<file path="config.mk">
export PLATFORM = sky130hd
export DESIGN_NAME = alu_issue_stage_flat
export DESIGN_NICKNAME = d
export VERILOG_FILES = /design/src/rtl/alu_issue_if.sv /design/src/rtl/alu_issue_stage.sv /design/src/flat_wrapper.sv
export SDC_FILE = /design/constraint.sdc
export NUM_CORES = 1
export LEC_CHECK = 0
export CAP_MARGIN = 30
export CORE_AREA = 2 2 132 70
export DETAILED_ROUTE_END_ITERATION = 8
export DIE_AREA = 0 0 134 72
export PLACE_DENSITY = 0.88
export SLEW_MARGIN = 20
export SYNTH_ARGS = -nofsm -noshare
export SYNTH_HDL_FRONTEND = slang
export SYNTH_SLANG_ARGS = --single-unit
</file>
<file path="constraint.sdc">
create_clock -name clk -period 3.9 [get_ports clk]
set_input_delay 0.975 -clock clk [delete_from_list [all_inputs] [get_ports clk]]
set_output_delay 0.975 -clock clk [all_outputs]
set_load 0.05 [all_outputs]
</file>
<file path="src/rtl/alu_issue_if.sv">
// Bundle of the issue-stage handshake, ALU drive/return and writeback signals.
// master: instruction producer / ALU / debug side. slave: the issue stage.
interface alu_issue_if #(
    parameter int REG_AW = 3,
    parameter int DW     = 5
);
    logic              in_valid;
    logic              in_ready;
    logic [31:0]       in_instr;
    logic [DW-1:0]     alu_a;
    logic [DW-1:0]     alu_b;
    logic [15:0]       alu_imm;
    logic [4:0]        alu_shift;
    logic [5:0]        alu_ctrl;
    logic [5:0]        alu_y;
    logic [5:0]        alu_y1;
    logic              wb_valid;
    logic [REG_AW-1:0] wb_addr;
    logic [DW-1:0]     wb_data;
    logic              err_illegal;
    logic              err_div0;
    logic              ovf;
    logic [REG_AW-1:0] dbg_addr;
    logic [DW-1:0]     dbg_data;

    modport master (
        output in_valid, in_instr, alu_y, alu_y1, dbg_addr,
        input  in_ready, alu_a, alu_b, alu_imm, alu_shift, alu_ctrl,
               wb_valid, wb_addr, wb_data, err_illegal, err_div0, ovf, dbg_data
    );

    modport slave (
        input  in_valid, in_instr, alu_y, alu_y1, dbg_addr,
        output in_ready, alu_a, alu_b, alu_imm, alu_shift, alu_ctrl,
               wb_valid, wb_addr, wb_data, err_illegal, err_div0, ovf, dbg_data
    );
endinterface

</file>
<file path="src/rtl/alu_issue_stage.sv">
// Decode/issue stage for the 6-opcode ALU: decodes one instruction word,
// drives registered operands to the ALU, then writes the ALU result back
// into the local register file on the following edge.
//
// state | meaning
// ------+-------------------------------------------------------------
// IDLE  | ready for an instruction; decode and register ALU operands
// EXEC  | ALU settles on registered operands; result written at edge
module alu_issue_stage #(
    parameter int REG_AW = 3,
    parameter int DW     = 5
) (
    input  logic      clk,
    input  logic      rst_n,
    alu_issue_if.slave bus
);
    localparam int NREG = 2 ** REG_AW;

    typedef enum logic {S_IDLE, S_EXEC} state_t;

    state_t            state;
    state_t            state_nxt;

    logic [DW-1:0]     regs [NREG];

    logic [5:0]        ctrl;
    logic [REG_AW-1:0] rd;
    logic [REG_AW-1:0] rs;
    logic [REG_AW-1:0] rt;
    logic [4:0]        shamt;
    logic [15:0]       imm;
    logic              is_rtype;
    logic              is_itype;
    logic              legal;
    logic [DW-1:0]     rs_val;
    logic [DW-1:0]     rt_val;

    logic              accept;
    logic              issue;
    logic              illegal;
    logic [5:0]        result;

    logic [REG_AW-1:0] rd_q;
    logic              itype_q;
    logic              div0_q;

    assign ctrl     = bus.in_instr[31:26];
    assign rd       = bus.in_instr[23 +: REG_AW];
    assign rs       = bus.in_instr[20 +: REG_AW];
    assign rt       = bus.in_instr[17 +: REG_AW];
    assign shamt    = bus.in_instr[16:12];
    assign imm      = bus.in_instr[15:0];

    assign is_rtype = (ctrl <= 6'd6);
    assign is_itype = (ctrl == 6'd10) || (ctrl == 6'd11);
    assign legal    = is_rtype || is_itype;

    // r0 is never written and resets to zero, so plain array reads give r0 = 0
    assign rs_val       = regs[rs];
    assign rt_val       = regs[rt];
    assign bus.dbg_data = regs[bus.dbg_addr];

    // State register
    always_ff @(posedge clk or negedge rst_n) begin
        if (!rst_n) begin
            state <= S_IDLE;
        end else begin
            state <= state_nxt;
        end
    end

    // Next-state: IDLE -> EXEC only on a legal accepted instruction
    always_comb begin
        state_nxt = state;
        case (state)
            S_IDLE:  if (issue) state_nxt = S_EXEC;
            S_EXEC:  state_nxt = S_IDLE;
            default: state_nxt = S_IDLE;
        endcase
    end

    // Outputs and handshake qualifiers derived from the current state
    always_comb begin
        bus.in_ready = (state == S_IDLE);
        accept       = bus.in_ready && bus.in_valid;
        issue        = accept && legal;
        illegal      = accept && !legal;
        result       = itype_q ? bus.alu_y1 : bus.alu_y;
    end

    // Issue registers: ALU operands and the decode carried into EXEC
    always_ff @(posedge clk or negedge rst_n) begin
        if (!rst_n) begin
            bus.alu_a       <= '0;
            bus.alu_b       <= '0;
            bus.alu_imm     <= '0;
            bus.alu_shift   <= '0;
            bus.alu_ctrl    <= '0;
            bus.err_illegal <= 1'b0;
            rd_q            <= '0;
            itype_q         <= 1'b0;
            div0_q          <= 1'b0;
        end else begin
            bus.err_illegal <= illegal;
            if (issue) begin
                bus.alu_a    <= rs_val;
                bus.alu_ctrl <= ctrl;
                rd_q         <= rd;
                itype_q      <= is_itype;
                // divide-by-zero is judged on the operand read at issue
                div0_q       <= (ctrl == 6'd4) && (rt_val == '0);
                if (is_itype) begin
                    bus.alu_b     <= '0;
                    bus.alu_imm   <= imm;
                    bus.alu_shift <= '0;
                end else begin
                    bus.alu_b     <= rt_val;
                    bus.alu_imm   <= '0;
                    bus.alu_shift <= shamt;
                end
            end
        end
    end

    // Writeback: register file update, result pulses and sticky overflow
    always_ff @(posedge clk or negedge rst_n) begin
        if (!rst_n) begin
            for (int i = 0; i < NREG; i++) begin
                regs[i] <= '0;
            end
            bus.wb_valid <= 1'b0;
            bus.wb_addr  <= '0;
            bus.wb_data  <= '0;
            bus.err_div0 <= 1'b0;
            bus.ovf      <= 1'b0;
        end else begin
            bus.wb_valid <= 1'b0;
            bus.err_div0 <= 1'b0;
            if (state == S_EXEC) begin
                if (div0_q) begin
                    bus.err_div0 <= 1'b1;
                end else begin
                    bus.wb_valid <= 1'b1;
                    bus.wb_addr  <= rd_q;
                    bus.wb_data  <= result[DW-1:0];
                    if (rd_q != '0) begin
                        regs[rd_q] <= result[DW-1:0];
                    end
                    // bit 5 is lost on writeback; remember that it happened
                    if (result[5]) begin
                        bus.ovf <= 1'b1;
                    end
                end
            end
        end
    end
endmodule

</file>
<file path="src/flat_wrapper.sv">
// flat-port wrapper written by rule: the top's interface ports become plain ports
module alu_issue_stage_flat 
#(
    parameter int REG_AW = 3,
    parameter int DW     = 5
)
  (clk, rst_n, bus_in_valid, bus_in_instr, bus_alu_y, bus_alu_y1, bus_dbg_addr, bus_in_ready, bus_alu_a, bus_alu_b, bus_alu_imm, bus_alu_shift, bus_alu_ctrl, bus_wb_valid, bus_wb_addr, bus_wb_data, bus_err_illegal, bus_err_div0, bus_ovf, bus_dbg_data);
  alu_issue_if #(.REG_AW(REG_AW), .DW(DW)) bus_i ();
  input  logic clk;
  input  logic rst_n;
  input wire logic [$bits(bus_i.in_valid)-1:0] bus_in_valid;
  input wire logic [$bits(bus_i.in_instr)-1:0] bus_in_instr;
  input wire logic [$bits(bus_i.alu_y)-1:0] bus_alu_y;
  input wire logic [$bits(bus_i.alu_y1)-1:0] bus_alu_y1;
  input wire logic [$bits(bus_i.dbg_addr)-1:0] bus_dbg_addr;
  output wire logic [$bits(bus_i.in_ready)-1:0] bus_in_ready;
  output wire logic [$bits(bus_i.alu_a)-1:0] bus_alu_a;
  output wire logic [$bits(bus_i.alu_b)-1:0] bus_alu_b;
  output wire logic [$bits(bus_i.alu_imm)-1:0] bus_alu_imm;
  output wire logic [$bits(bus_i.alu_shift)-1:0] bus_alu_shift;
  output wire logic [$bits(bus_i.alu_ctrl)-1:0] bus_alu_ctrl;
  output wire logic [$bits(bus_i.wb_valid)-1:0] bus_wb_valid;
  output wire logic [$bits(bus_i.wb_addr)-1:0] bus_wb_addr;
  output wire logic [$bits(bus_i.wb_data)-1:0] bus_wb_data;
  output wire logic [$bits(bus_i.err_illegal)-1:0] bus_err_illegal;
  output wire logic [$bits(bus_i.err_div0)-1:0] bus_err_div0;
  output wire logic [$bits(bus_i.ovf)-1:0] bus_ovf;
  output wire logic [$bits(bus_i.dbg_data)-1:0] bus_dbg_data;
  assign bus_i.in_valid = bus_in_valid;
  assign bus_i.in_instr = bus_in_instr;
  assign bus_i.alu_y = bus_alu_y;
  assign bus_i.alu_y1 = bus_alu_y1;
  assign bus_i.dbg_addr = bus_dbg_addr;
  assign bus_in_ready = bus_i.in_ready;
  assign bus_alu_a = bus_i.alu_a;
  assign bus_alu_b = bus_i.alu_b;
  assign bus_alu_imm = bus_i.alu_imm;
  assign bus_alu_shift = bus_i.alu_shift;
  assign bus_alu_ctrl = bus_i.alu_ctrl;
  assign bus_wb_valid = bus_i.wb_valid;
  assign bus_wb_addr = bus_i.wb_addr;
  assign bus_wb_data = bus_i.wb_data;
  assign bus_err_illegal = bus_i.err_illegal;
  assign bus_err_div0 = bus_i.err_div0;
  assign bus_ovf = bus_i.ovf;
  assign bus_dbg_data = bus_i.dbg_data;
  alu_issue_stage #(.REG_AW(REG_AW), .DW(DW)) u_core (.clk(clk), .rst_n(rst_n), .bus(bus_i));
endmodule
</file>
After elaboration in Yosys (flattened, before gate mapping)
Cells that the tools add are included.
Widths: inputs -> output; s select.
{"block": "word_totals", "regBits": 95, "input_bits": 50, "out_inout_bits": 55, "elab_cells": 73}
{"block": "op_classes", "n_lt_le_gt_ge": 6, "eq_ne": 3, "mux": 22, "bitwise": 6, "n_reduce_logical": 13}
{"op": "$bmux 5 s3", "count": 3}
{"op": "$mux 5", "count": 9}
{"op": "$bwmux 40", "count": 1}
{"op": "$ge 4x4->1 const B", "count": 4}
{"op": "$mux 16", "count": 1}
{"op": "$not 3->4", "count": 4}
{"op": "$demux 5 s3", "count": 1}
{"op": "$eq 6x4->1 const B", "count": 2}
{"op": "$eq 6x3->1 const B", "count": 1}
{"op": "$le 6x3->1 const B", "count": 1}
{"op": "$mux 6", "count": 1}
{"op": "$reduce_and 3->1", "count": 2}
{"op": "$logic_and 1x1->1", "count": 5}
{"op": "$logic_not 5->1", "count": 1}
{"op": "$mux 1", "count": 5}
{"op": "$lt 4x1->1 const B", "count": 1}
{"op": "$reduce_bool 3->1", "count": 1}
{"op": "$logic_or 1x1->1", "count": 2}
{"op": "$not 1->1", "count": 2}
{"op": "$pmux 1 s2", "count": 1}
{"op": "$reduce_and 2->1", "count": 1}
{"op": "$logic_not 1->1", "count": 1}

Logic depth before layout (Yosys ltp)
{"block": "depth", "word_depth": 6, "mapped_depth": 6, "mapped_depth_nobuf": 4}

Worst setup path after synthesis
Ideal clock, no wire load.
{"block": "synth_timing", "path_type": "in2out", "startpoint": "in bus_dbg_addr[0]", "endpoint": "out bus_dbg_data[0]", "arrival_time_ns": 2.159, "required_ns": 2.925, "setup_slack_ns": 0.766, "stages": 3, "n_path_buf": 1, "cell_sequence": "buf_2 -> mux4_2 -> mux2_2"}
{"block": "synth_via", "elab_chain_cells": 4}
{"item": "start: declaration", "line": "flat_wrapper.sv:15", "text": "input wire logic [$bits(bus_i.dbg_addr)-1:0] bus_dbg_addr;"}
{"item": "$not 3->4 (not written as such)", "line": "alu_issue_stage.sv:61", "text": "assign bus.dbg_data = regs[bus.dbg_addr];"}
{"item": "$bmux 5 s3", "line": "alu_issue_stage.sv:61"}
{"item": "$mux 5 (not written as such) (2 in series)", "line": "alu_issue_stage.sv:61"}
{"item": "end: declaration", "line": "flat_wrapper.sv:28", "text": "output wire logic [$bits(bus_i.dbg_data)-1:0] bus_dbg_data;"}
No other way between the ends. The select of a mux whose other input is x is not followed.

Worst setup path after layout
{"block": "layout_timing", "startpoint": "in bus_dbg_addr[0]", "endpoint": "out bus_dbg_data[2]"}
The elaborated chain is that of the path after synthesis.

==> flow_metrics.tcl <==
set metrics [dict create \
    tritoncts_num_sinks 95 \
    intPower_mw 2.167 \
    timing.max_slew.rel_slack 0.4276 \
    place.port_buffers 104 \
    row_count 24 \
    clock_path_buffers 2 \
    cts_htree_levels 3 \
    worst_ep_required_time_ns 2.92 \
    critical-path-max-stage-delay_ns 0.52 \
    nets 508 \
    synthMostInstantiatedCell "sky130_fd_sc_hd__dfrtp_1" \
    wl_per_cell_um 19.39 \
    finalWorstPathRequiredPeriod_ns 3.615 \
    cts_tree "yes" \
    floorplan.die_area_um2 9648 \
    p_sw_mw 1.282 \
    hold_start "u_core.regs[37]" \
    cellPowerDensity_nw_per_um2 590.4 \
    fmaxAchievable_mhz 276.6 \
    largest_net_degree_at_the_start_of_global_routing 42 \
    first_pass_grt_wire_length_um 18270 \
    post-synth-top-area-cell "sky130_fd_sc_hd__dfrtp_1" \
    global_route.overflow_total 0 \
    sw_frac_of_total 0.3718 \
    power_frac_clock 0.239 \
    vias_per_cell 5.874 \
    hold_viol 0 \
    tritoncts.num_buffers 9 \
    fin_crit_sh 0.9269 \
    cts_resized 0 \
    worst-setup-path-type "input port to output pin" \
    met3WireLength_um 1133 \
    detailed_place.area_um2 5558 \
    worstHoldEndpoint "u_core.regs[37]" \
    cp_max_fanout 10 \
    die_height_um 72 \
    regToRegStartpoint "u_core.div0_q" \
    via_count_of_the_first_global_routing_pass 3440 \
    end_kind "output pin" \
    synth_largest_type_area_fraction 0.5361 \
    root_buffer "sky130_fd_sc_hd__clkbuf_16" \
    top_signal_layer_used "met4" \
    min_path_cells 0 \
    fillers 597 \
    total_power_of_the_final_layout_mw 3.449 \
    design.core.area_um2 8438 \
    arrival_ns 2.64 \
    hold_path_class "register to register" \
    fp.dieW_um 134 \
    antenna_violations_before_repair 0 \
    wl_met2_um 4889 \
    ys_dominant_reg_cell "sky130_fd_sc_hd__dfrtp_1" \
    pwr-share-seq 0.412 \
    antenna_violating_nets_post_route 0 \
    cts_setup_buffers 0 \
    via_count 3407 \
    ctsHoldBuffers 0 \
    flow.area_growth_from_synthesis_pct 31.74 \
    setup_repair_after_global_routing_missed_its_margin "no" \
    synth-edff-count 0 \
    synth_commonest_cells "95 x sky130_fd_sc_hd__dfrtp_1, 53 x sky130_fd_sc_hd__nand2_1, 29 x sky130_fd_sc_hd__o21ai_0" \
    fin_setup_tns_ns 0 \
    netlist_area_um2 4434 \
    vdd_drop_max_mv 0.2927 \
    worstRegToRegCells 4 \
    postLayoutCellArea_um2 5842 \
    worst_pin_slew_ns 0.8347 \
    clock_insertion_delay_worst_skew_ns 0.34 \
    dr.pass1.iters 5 \
    power.leakage_nw 2.482 \
    worst_r2r_endpoint "u_core.regs[15]" \
    status "completed" \
    path_clk_slew_ns 0.06 \
    timing.max_cap.violations 0 \
    synth-seq-cells 95 \
    num_io_pins 105 \
    final-max-slew-violation-count 0 \
    seq_area_frac_synth 0.5361 \
    ys.warnings.count 0 \
    cell_chain_critical_path "clkdlybuf4s50_1 -> buf_12 -> mux4_2 -> mux2_2 -> buf_4" \
    initialDrtViolationCount 349 \
    asyncSetResetFlopFracSynth 1.000 \
    clock-skew-final_ns 0.005999 \
    netlist_instances 363 \
    cp-start-kind "input port" \
    synth_fp_nets 413 \
    yosys-top-cells-area "sky130_fd_sc_hd__dfrtp_1 54%, sky130_fd_sc_hd__mux4_2 12%, sky130_fd_sc_hd__mux2i_1 5.0%" \
    power.combinational.fraction 0.349 \
    slowest_stage "sky130_fd_sc_hd__clkdlybuf4s50_1" \
    globalplace.congestion 0.8704 \
    cell_variety_after_synth 40 \
    drt-met1-wl_um 5043 \
    antennaDiodeCount 0 \
    finalSetupViolations 0 \
    hpwl_um 8295 \
    reg2reg_slack_ns 1.78 \
    syn-mean-instance-area_um2 12.22 \
    final_layout_size_suffix_gt1_frac 0.1512 \
    route.final.wire_length_um 11250 \
    grt_util_all_layers 0.2535 \
    drt_drc_violations_left 0 \
    starting_density 0.5255 \
]
==> per-layer routing <==
layer / GRT usage / vias up
li1: - / 1520
met1: 0.3514 / 1667
met2: 0.3812 / 194
met3: 0.09434 / 26
met4: 0.07329 / 0
met5: 0 / -
==> registers in the layout, indices dropped and copies added (netlist names) <==
signal and count:
u_core.bus.alu_shift 5, u_core.bus.wb_data 5, u_core.bus.alu_a 5, u_core.bus.wb_addr 3, u_core.bus.wb_valid 1, u_core.div0_q 1
u_core.bus.err_illegal 1, u_core.bus.err_div0 1, u_core.rd_q 3, u_core.bus.alu_ctrl 6, u_core.bus.alu_b 5, u_core.itype_q 1
u_core.state 1, u_core.bus.alu_imm 16, u_core.regs 40, u_core.bus.ovf 1
==> cells by family (layout without fill, tap and decap cells) <==
logic type	after synthesis	after routing	share of synthesized area
mux	60	60	0.2181
compound gates	80	80	0.1137
simple gates	98	98	0.1013
buf+inv	30	130	0.03076
flops	95	95	0.5361
==> placed cells by master (no fill, tap or decap), types with 2 or more instances in the layout <==
cell type | synthesis | layout
sky130_fd_sc_hd__clkdlybuf4s50_1 | 0 | 98
sky130_fd_sc_hd__dfrtp_1 | 95 | 95
sky130_fd_sc_hd__nand2_1 | 53 | 53
sky130_fd_sc_hd__o21ai_0 | 29 | 29
sky130_fd_sc_hd__nor2_1 | 24 | 24
sky130_fd_sc_hd__mux4_2 | 23 | 23
sky130_fd_sc_hd__mux2i_1 | 22 | 22
sky130_fd_sc_hd__a21oi_1 | 21 | 21
sky130_fd_sc_hd__a22o_1 | 16 | 16
sky130_fd_sc_hd__buf_4 | 1 | 12
sky130_fd_sc_hd__mux2_2 | 11 | 11
sky130_fd_sc_hd__clkbuf_16 | 0 | 9
sky130_fd_sc_hd__mux4_1 | 4 | 4
sky130_fd_sc_hd__o31ai_1 | 4 | 4
sky130_fd_sc_hd__inv_1 | 3 | 3
sky130_fd_sc_hd__and2_1 | 3 | 3
sky130_fd_sc_hd__nand3b_1 | 3 | 3
sky130_fd_sc_hd__clkinvlp_4 | 0 | 3
sky130_fd_sc_hd__nand3_1 | 2 | 2
sky130_fd_sc_hd__o21ai_1 | 2 | 2
sky130_fd_sc_hd__nor3b_2 | 2 | 2
sky130_fd_sc_hd__or4b_1 | 2 | 2
sky130_fd_sc_hd__a21o_1 | 2 | 2
==> how the worst max path moves through the flow <==
stage                     cells past startpoint             from               to  slack, ns
after detailed placement                      5  bus_dbg_addr[0]  bus_dbg_data[2]       0.29
after floorplan                               3  bus_dbg_addr[0]  bus_dbg_data[0]       0.77
after global routing                          5  bus_dbg_addr[0]  bus_dbg_data[0]       0.23
after global placement                        5  bus_dbg_addr[0]  bus_dbg_data[2]       0.31
final                                         5  bus_dbg_addr[0]  bus_dbg_data[2]       0.29
after CTS                                     5  bus_dbg_addr[0]  bus_dbg_data[2]       0.27
==> power groups by stage <==
stage | Combinational, mW | Clock, mW | Sequential, mW
finish | 1.20 | 0.826 | 1.42
CTS | 1.21 | 0.842 | 1.41
global placement | 1.17 | 0 | 1.40
global route | 1.29 | 0.887 | 1.44
detailed placement | 1.20 | 0 | 1.43
floorplan | 0.502 | 0 | 1.68
==> critical path: cells and delay by family <==
family	cells	cell delay [ns]
buf+inv	3	0.87
mux	2	0.78
==> through the flow <==
stage,worst slack [ns],util,std cells,hold WS (ns)
after global routing,0.2306,0.6923,580,0.4312
final,0.2851,0.6923,580,0.4265
after detailed placement,0.2913,0.6587,564,0.4069
after global placement,0.3097,0.6587,564,0.4082
after CTS,0.2742,0.6923,580,0.4210
after floorplan,0.7659,-,363,0.4552
==> cell type report <==
type,instances,area (um2),share of cell area
inverters,3,11.26,0.001928
well taps,117,146.4,0.02506
clock inverters,6,45.04,0.007710
flip-flops and latches,95,2377,0.4069
repair buffers,111,1091,0.1868
clock buffers,10,239.0,0.04091
multi-input cells,238,1932,0.3307
(Power assumes the default switching activity.)
